<file path="src/rtl/motor_sequencer.sv">
// Motor speed sequencer: soft-start ramp, stall detection, timed escape turn and
// fault latch in front of the wheel PWM block.
module motor_sequencer #(
  parameter int unsigned RAMP_TICKS       = 25_000_000,
  parameter int unsigned STALL_CYCLES     = 50_000_000,
  parameter int unsigned TURN_CYCLES      = 100_000_000,
  parameter int unsigned MAX_RETRY        = 3,
  parameter int unsigned RETRY_CLR_CYCLES = 200_000_000
) (
  input  logic       clk,
  input  logic       rst,
  input  logic       start,
  input  logic       stop,
  input  logic [1:0] req_speed,
  input  logic       stall_detect,
  output logic [1:0] speed,
  output logic       isStuck,
  output logic [2:0] state,
  output logic [1:0] retry_cnt
);

  localparam int unsigned RW = $clog2(RAMP_TICKS + 1);
  localparam int unsigned SW = $clog2(STALL_CYCLES + 1);
  localparam int unsigned TW = $clog2(TURN_CYCLES + 1);
  localparam int unsigned CW = $clog2(RETRY_CLR_CYCLES + 1);

  localparam logic [1:0] SPD_SLOW = 2'b00;
  localparam logic [1:0] SPD_OFF  = 2'b11;

  typedef enum logic [2:0] {
    ST_IDLE  = 3'b000,
    ST_RAMP  = 3'b001,
    ST_RUN   = 3'b010,
    ST_STUCK = 3'b011,
    ST_FAULT = 3'b100
  } state_e;

  state_e        state_q;
  logic [1:0]    speed_q;
  logic          stuck_q;
  logic [1:0]    retry_q;
  logic [RW-1:0] ramp_q;
  logic [SW-1:0] stall_q;
  logic [TW-1:0] turn_q;
  logic [CW-1:0] clr_q;

  logic halt_c;
  logic stall_hit_c;
  logic retry_ok_c;

  // Stop request, stall terminal count and retry budget for this cycle
  always_comb begin
    halt_c      = stop || (req_speed == SPD_OFF);
    stall_hit_c = stall_detect && (stall_q == SW'(STALL_CYCLES - 1));
    retry_ok_c  = 32'(retry_q) < MAX_RETRY;
  end

  // Sequencer FSM with registered motor command and bookkeeping counters
  always_ff @(posedge clk) begin
    if (rst) begin
      state_q <= ST_IDLE;
      speed_q <= SPD_OFF;
      stuck_q <= 1'b0;
      retry_q <= 2'd0;
      ramp_q  <= '0;
      stall_q <= '0;
      turn_q  <= '0;
      clr_q   <= '0;
    end else begin
      // Retry-clear window only runs while in RUN; RUN overrides below
      clr_q <= '0;
      unique case (state_q)
        ST_IDLE: begin
          if (start && !halt_c) begin
            state_q <= ST_RAMP;
            speed_q <= SPD_SLOW;
            ramp_q  <= '0;
            stall_q <= '0;
          end
        end

        ST_RAMP, ST_RUN: begin
          if (halt_c) begin
            state_q <= ST_IDLE;
            speed_q <= SPD_OFF;
            stuck_q <= 1'b0;
            retry_q <= 2'd0;
            ramp_q  <= '0;
            stall_q <= '0;
            turn_q  <= '0;
          end else if (stall_hit_c) begin
            stall_q <= '0;
            ramp_q  <= '0;
            turn_q  <= '0;
            if (retry_ok_c) begin
              state_q <= ST_STUCK;
              speed_q <= SPD_SLOW;
              stuck_q <= 1'b1;
              retry_q <= retry_q + 2'd1;
            end else begin
              state_q <= ST_FAULT;
              speed_q <= SPD_OFF;
            end
          end else begin
            stall_q <= stall_detect ? stall_q + SW'(1) : '0;
            if (state_q == ST_RAMP) begin
              // Down-steps and equal targets skip the ramp entirely
              if (req_speed <= speed_q) begin
                state_q <= ST_RUN;
                speed_q <= req_speed;
              end else if (ramp_q == RW'(RAMP_TICKS - 1)) begin
                ramp_q  <= '0;
                speed_q <= speed_q + 2'd1;
                if ((speed_q + 2'd1) == req_speed) begin
                  state_q <= ST_RUN;
                end
              end else begin
                ramp_q <= ramp_q + RW'(1);
              end
            end else begin
              if (!stall_detect) begin
                if (clr_q == CW'(RETRY_CLR_CYCLES - 1)) begin
                  retry_q <= 2'd0;
                  clr_q   <= '0;
                end else begin
                  clr_q <= clr_q + CW'(1);
                end
              end
              if (req_speed > speed_q) begin
                state_q <= ST_RAMP;
                ramp_q  <= '0;
              end else begin
                speed_q <= req_speed;
              end
            end
          end
        end

        ST_STUCK: begin
          if (halt_c) begin
            state_q <= ST_IDLE;
            speed_q <= SPD_OFF;
            stuck_q <= 1'b0;
            retry_q <= 2'd0;
            turn_q  <= '0;
          end else if (turn_q == TW'(TURN_CYCLES - 1)) begin
            state_q <= ST_RAMP;
            speed_q <= SPD_SLOW;
            stuck_q <= 1'b0;
            turn_q  <= '0;
            ramp_q  <= '0;
            stall_q <= '0;
          end else begin
            turn_q <= turn_q + TW'(1);
          end
        end

        ST_FAULT: begin
          if (stop) begin
            state_q <= ST_IDLE;
            speed_q <= SPD_OFF;
            stuck_q <= 1'b0;
            retry_q <= 2'd0;
          end
        end

        default: begin
          state_q <= ST_IDLE;
          speed_q <= SPD_OFF;
          stuck_q <= 1'b0;
          retry_q <= 2'd0;
        end
      endcase
    end
  end

  assign speed     = speed_q;
  assign isStuck   = stuck_q;
  assign state     = state_q;
  assign retry_cnt = retry_q;

endmodule
</file>
<file path="config.mk">
export PLATFORM = sky130hd
export DESIGN_NAME = motor_sequencer
export DESIGN_NICKNAME = d
export VERILOG_FILES = /design/src/rtl/motor_sequencer.sv
export SDC_FILE = /design/constraint.sdc
export NUM_CORES = 1
export LEC_CHECK = 0
export BUFFER_PORTS_ARGS = -buffer_cell sky130_fd_sc_hd__buf_4
export CORE_MARGIN = 2
export CORE_UTILIZATION = 50
export DETAILED_ROUTE_END_ITERATION = 8
export GPL_ROUTABILITY_DRIVEN = 0
export PLACE_DENSITY = 0.66
export SLEW_MARGIN = 20
export SYNTH_ARGS = -nofsm -noshare
export SYNTH_HDL_FRONTEND = slang
export SYNTH_SLANG_ARGS = --single-unit
export TNS_END_PERCENT = 50
</file>
<file path="constraint.sdc">
create_clock -name clk -period 3.2 [get_ports clk]
set_input_delay 0.16 -clock clk [delete_from_list [all_inputs] [get_ports clk]]
set_output_delay 0.16 -clock clk [all_outputs]
set_load 0.01 [all_outputs]
</file>
==> impl_metrics.csv <==
group,metric,value,unit
critical_path,timing.critical_path.from_type,"flop",
sta,timing.setup.tns,0,ns
final_layout,finalCoreUtilization,58.9,%
global_routing,grt_first_pass_wirelength,24.5,mm
critical_path,critical_path_arrival,3.06,ns
critical_path,timing.critical_path.fanout_max,20,
route,drc,1,
pwr,power-per-cell-area,492,mW/mm^2
logic_synthesis,synth_fp_nets,741,
run_status,run_status,"finished, violations left",
clocking,cts_hold_buf,0,
sta,worst_clock_skew,0.00815,ns
floorplan,core-area,0.0115,sq mm
sta,finalCriticalPeriod,2.72,ns
clocking,clk_root_buffer_cell,"clkbuf_16",
global_routing,antenna_found_initial,0,
final_layout,drive_gt1_share,9.83,%
sta,unrepaired_setup_endpoints_after_global_routing,"false",
clocking,post_cts_resized,0,
pwr,p_total,3.34,mW
clocking,cts_max_path_buffers,2,
final_layout,layout.cells.most_common,"dfxtp_1",
clocking,cts-buffers-inserted,17,
global_routing,vias_in_the_first_global_route,5170,
flow_run,drv_cap,0,
clocking,clock-sinks,114,
logic_synthesis,synth.ff_latch_count,114,
pwr,cellLeakagePower,2.19,nW
logic_synthesis,postSynthAreaPerCell,8.21,sq um
route,dr_total_vias,5396,
run_status,violations,"design-rule violations",
hold_path,timing.hold.worst.class,"input pin to flop",
floorplan,floorplan.die.height,113,um
pwr,peakVddDrop,0.368,mV
logic_synthesis,synth_edf_count,0,
logic_synthesis,synth_area,0.00597,sq mm
logic_synthesis,most_used_flip_flop_cell_after_synthesis,"dfxtp_1",
sta,finalMaxSlewViolations,0,
final_layout,area_delta_synth_final,13.6,%
floorplan,io_pins,15,
final_layout,antenna_cells_inserted,0,
route,detail_route.first_pass.iterations,9,
floorplan,site_rows,39,
placement,port_buffers,14,
sta,max_slew.worst_pin.slew,0.764,ns
logic_synthesis,ys_warn_count,0,
sta,timing_hold_violations_final,0,
critical_path,worst_setup_path_end_kind,"flop",
logic_synthesis,proportion_of_synthesized_flip_flops_having_asynchronous_set_or_reset,0,%
global_routing,global_route.usage.total,23.2,%
placement,dp.final_hpwl,9.38,mm
critical_path,critPathRequiredTime,3.54,ns
logic_synthesis,yosysSeqAreaShare,38.2,%
placement,detailed_place.area,0.00623,sq mm
sta,timing.final.crit_share,85.1,%
global_routing,grt_start_max_net_pins,43,
logic_synthesis,synth.lib_cells_used.distinct,64,
clocking,path_clk_slew,0.05,ns
clocking,clk_latency,0.41,ns
floorplan,die_w,113,um
clocking,cts.htree.levels,4,
critical_path,path_class,"flop to flop",
final_layout,non_filler_cell_area_final,0.00678,sq mm
route,totalWireLength,14.1,mm
global_routing,global_route.overflow_total,0,
sta,slew_headroom,48.7,%
route,routed_via_count_divided_by_cell_count,6.02,
logic_synthesis,syn_inst,727,
final_layout,most-common-layout-cells,"dfxtp_1, nor2_1, nand2_1",
route,antenna_violating_nets_post_route,0,
floorplan,die_area,0.0128,sq mm
sta,setup-violations-final,0,
floorplan,start_util,51.8,%
clocking,cts_tree,"built",
route,drtIter0Drc,474,
final_layout,post_layout_nets,755,
sta,fmax,367,MHz
clocking,postCtsSetupRepairBufs,0,
route,wl_per_cell,15.7,um
worst paths after layout:
check                                            start                      end  slack (ns)  cells after the start
worst max register to register  turn_q[0]$_SDFFE_PP0P_  ramp_q[20]$_SDFFE_PP0P_        0.48                      7
worst min register to register     clr_q[0]$_SDFF_PP0_      clr_q[0]$_SDFF_PP0_        0.47                      1
worst max-delay path            turn_q[0]$_SDFFE_PP0P_  ramp_q[20]$_SDFFE_PP0P_        0.48                      7
worst min-delay path                               rst   turn_q[0]$_SDFFE_PP0P_        0.17                      2
metrics by stage:
stage | instances | setup slack, ns | hold WS, ns
3_3_place_gp | 865 | 0.544 | 0.446
3_5_place_dp | 865 | 0.525 | 0.464
4_1_cts | 896 | 0.492 | 0.154
5_1_grt | 896 | 0.290 | 0.181
6_report | 896 | 0.477 | 0.167
2_1_floorplan | 727 | 0.885 | 0.337
worst max-delay path, stage by stage, from the launching register on:
cell and delay [ns]:
dfxtp_1 0.36, ha_1 0.24, nand4_1 0.14, nor4_1 0.49, a21oi_4 0.25, or3_4 0.51, or4_1 0.50, a21oi_1 0.16
state kept, by name, indices dropped and copies added (netlist names):
name	cells
isStuck	1
state	3
speed	2
turn_q	27
ramp_q	25
retry_cnt	2
stall_q	26
clr_q	28
cells in the mapped netlist, types with 3 or more instances:
| cell | count | area [sq um] |
|---|---|---|
| dfxtp_1 | 114 | 2280 |
| nor2_1 | 107 | 402 |
| nand2_1 | 55 | 206 |
| xnor2_1 | 53 | 464 |
| nand3_1 | 44 | 220 |
| nand4_1 | 34 | 213 |
| nor3_1 | 31 | 155 |
| a21oi_1 | 28 | 140 |
| nor4_1 | 28 | 175 |
| clkbuf_1 | 25 | 93.8 |
| xor2_1 | 23 | 201 |
| and3_1 | 17 | 106 |
| o21ai_0 | 16 | 80.1 |
| inv_1 | 14 | 52.6 |
| and4_1 | 11 | 96.3 |
| o31ai_1 | 9 | 67.6 |
| a311oi_1 | 7 | 61.3 |
| ha_1 | 7 | 87.6 |
| nand2b_1 | 7 | 43.8 |
| or4_1 | 7 | 52.6 |
| a211oi_1 | 6 | 45.0 |
| or3_1 | 6 | 37.5 |
| buf_2 | 5 | 25.0 |
| mux2i_1 | 5 | 50.1 |
| a21o_1 | 4 | 30.0 |
| and2_1 | 4 | 25.0 |
| nor3b_1 | 4 | 30.0 |
| a211o_1 | 3 | 26.3 |
| a31oi_1 | 3 | 18.8 |
| buf_1 | 3 | 11.3 |
| nor4b_1 | 3 | 26.3 |
metal layers:
layer | routed length [um] | GRT usage (%) | vias up | share of wire [%]
met5 | 0 | 0 | - | 0
met4 | 180 | 8.37 | 0 | 1.3
met3 | 616 | 6.05 | 15 | 4.4
met2 | 6470 | 36.1 | 112 | 46
met1 | 6830 | 31.2 | 2598 | 48
li1 | - | - | 2671 | -
report_power, final:
part	total (mW)	internal, mW	leakage (nW)	switching [mW]
Combinational	0.176	0.0605	0.995	0.115
Sequential	1.44	1.43	0.919	0.0120
Clock	1.72	1.10	0.276	0.620
layout make-up:
class,count,area (sq um)
timing repair buffer,29,218
sequential,114,2280
fill,1033,4740
clock buffer,26,519
tap,143,179
clock inverter,5,25.0
multi-input combinational,565,3500
inverter,14,52.6
logic make-up after synthesis:
| kind of cell | Yosys count | share of synthesized area, % |
|---|---|---|
| xor+xnor | 76 | 11.2 |
| compound gates | 99 | 11.2 |
| buf+inv | 48 | 3.25 |
| flops | 114 | 38.2 |
| simple gates | 378 | 33.8 |
| mux | 5 | 0.839 |
| fa+ha+maj | 7 | 1.47 |
(Power assumes the default switching activity.)
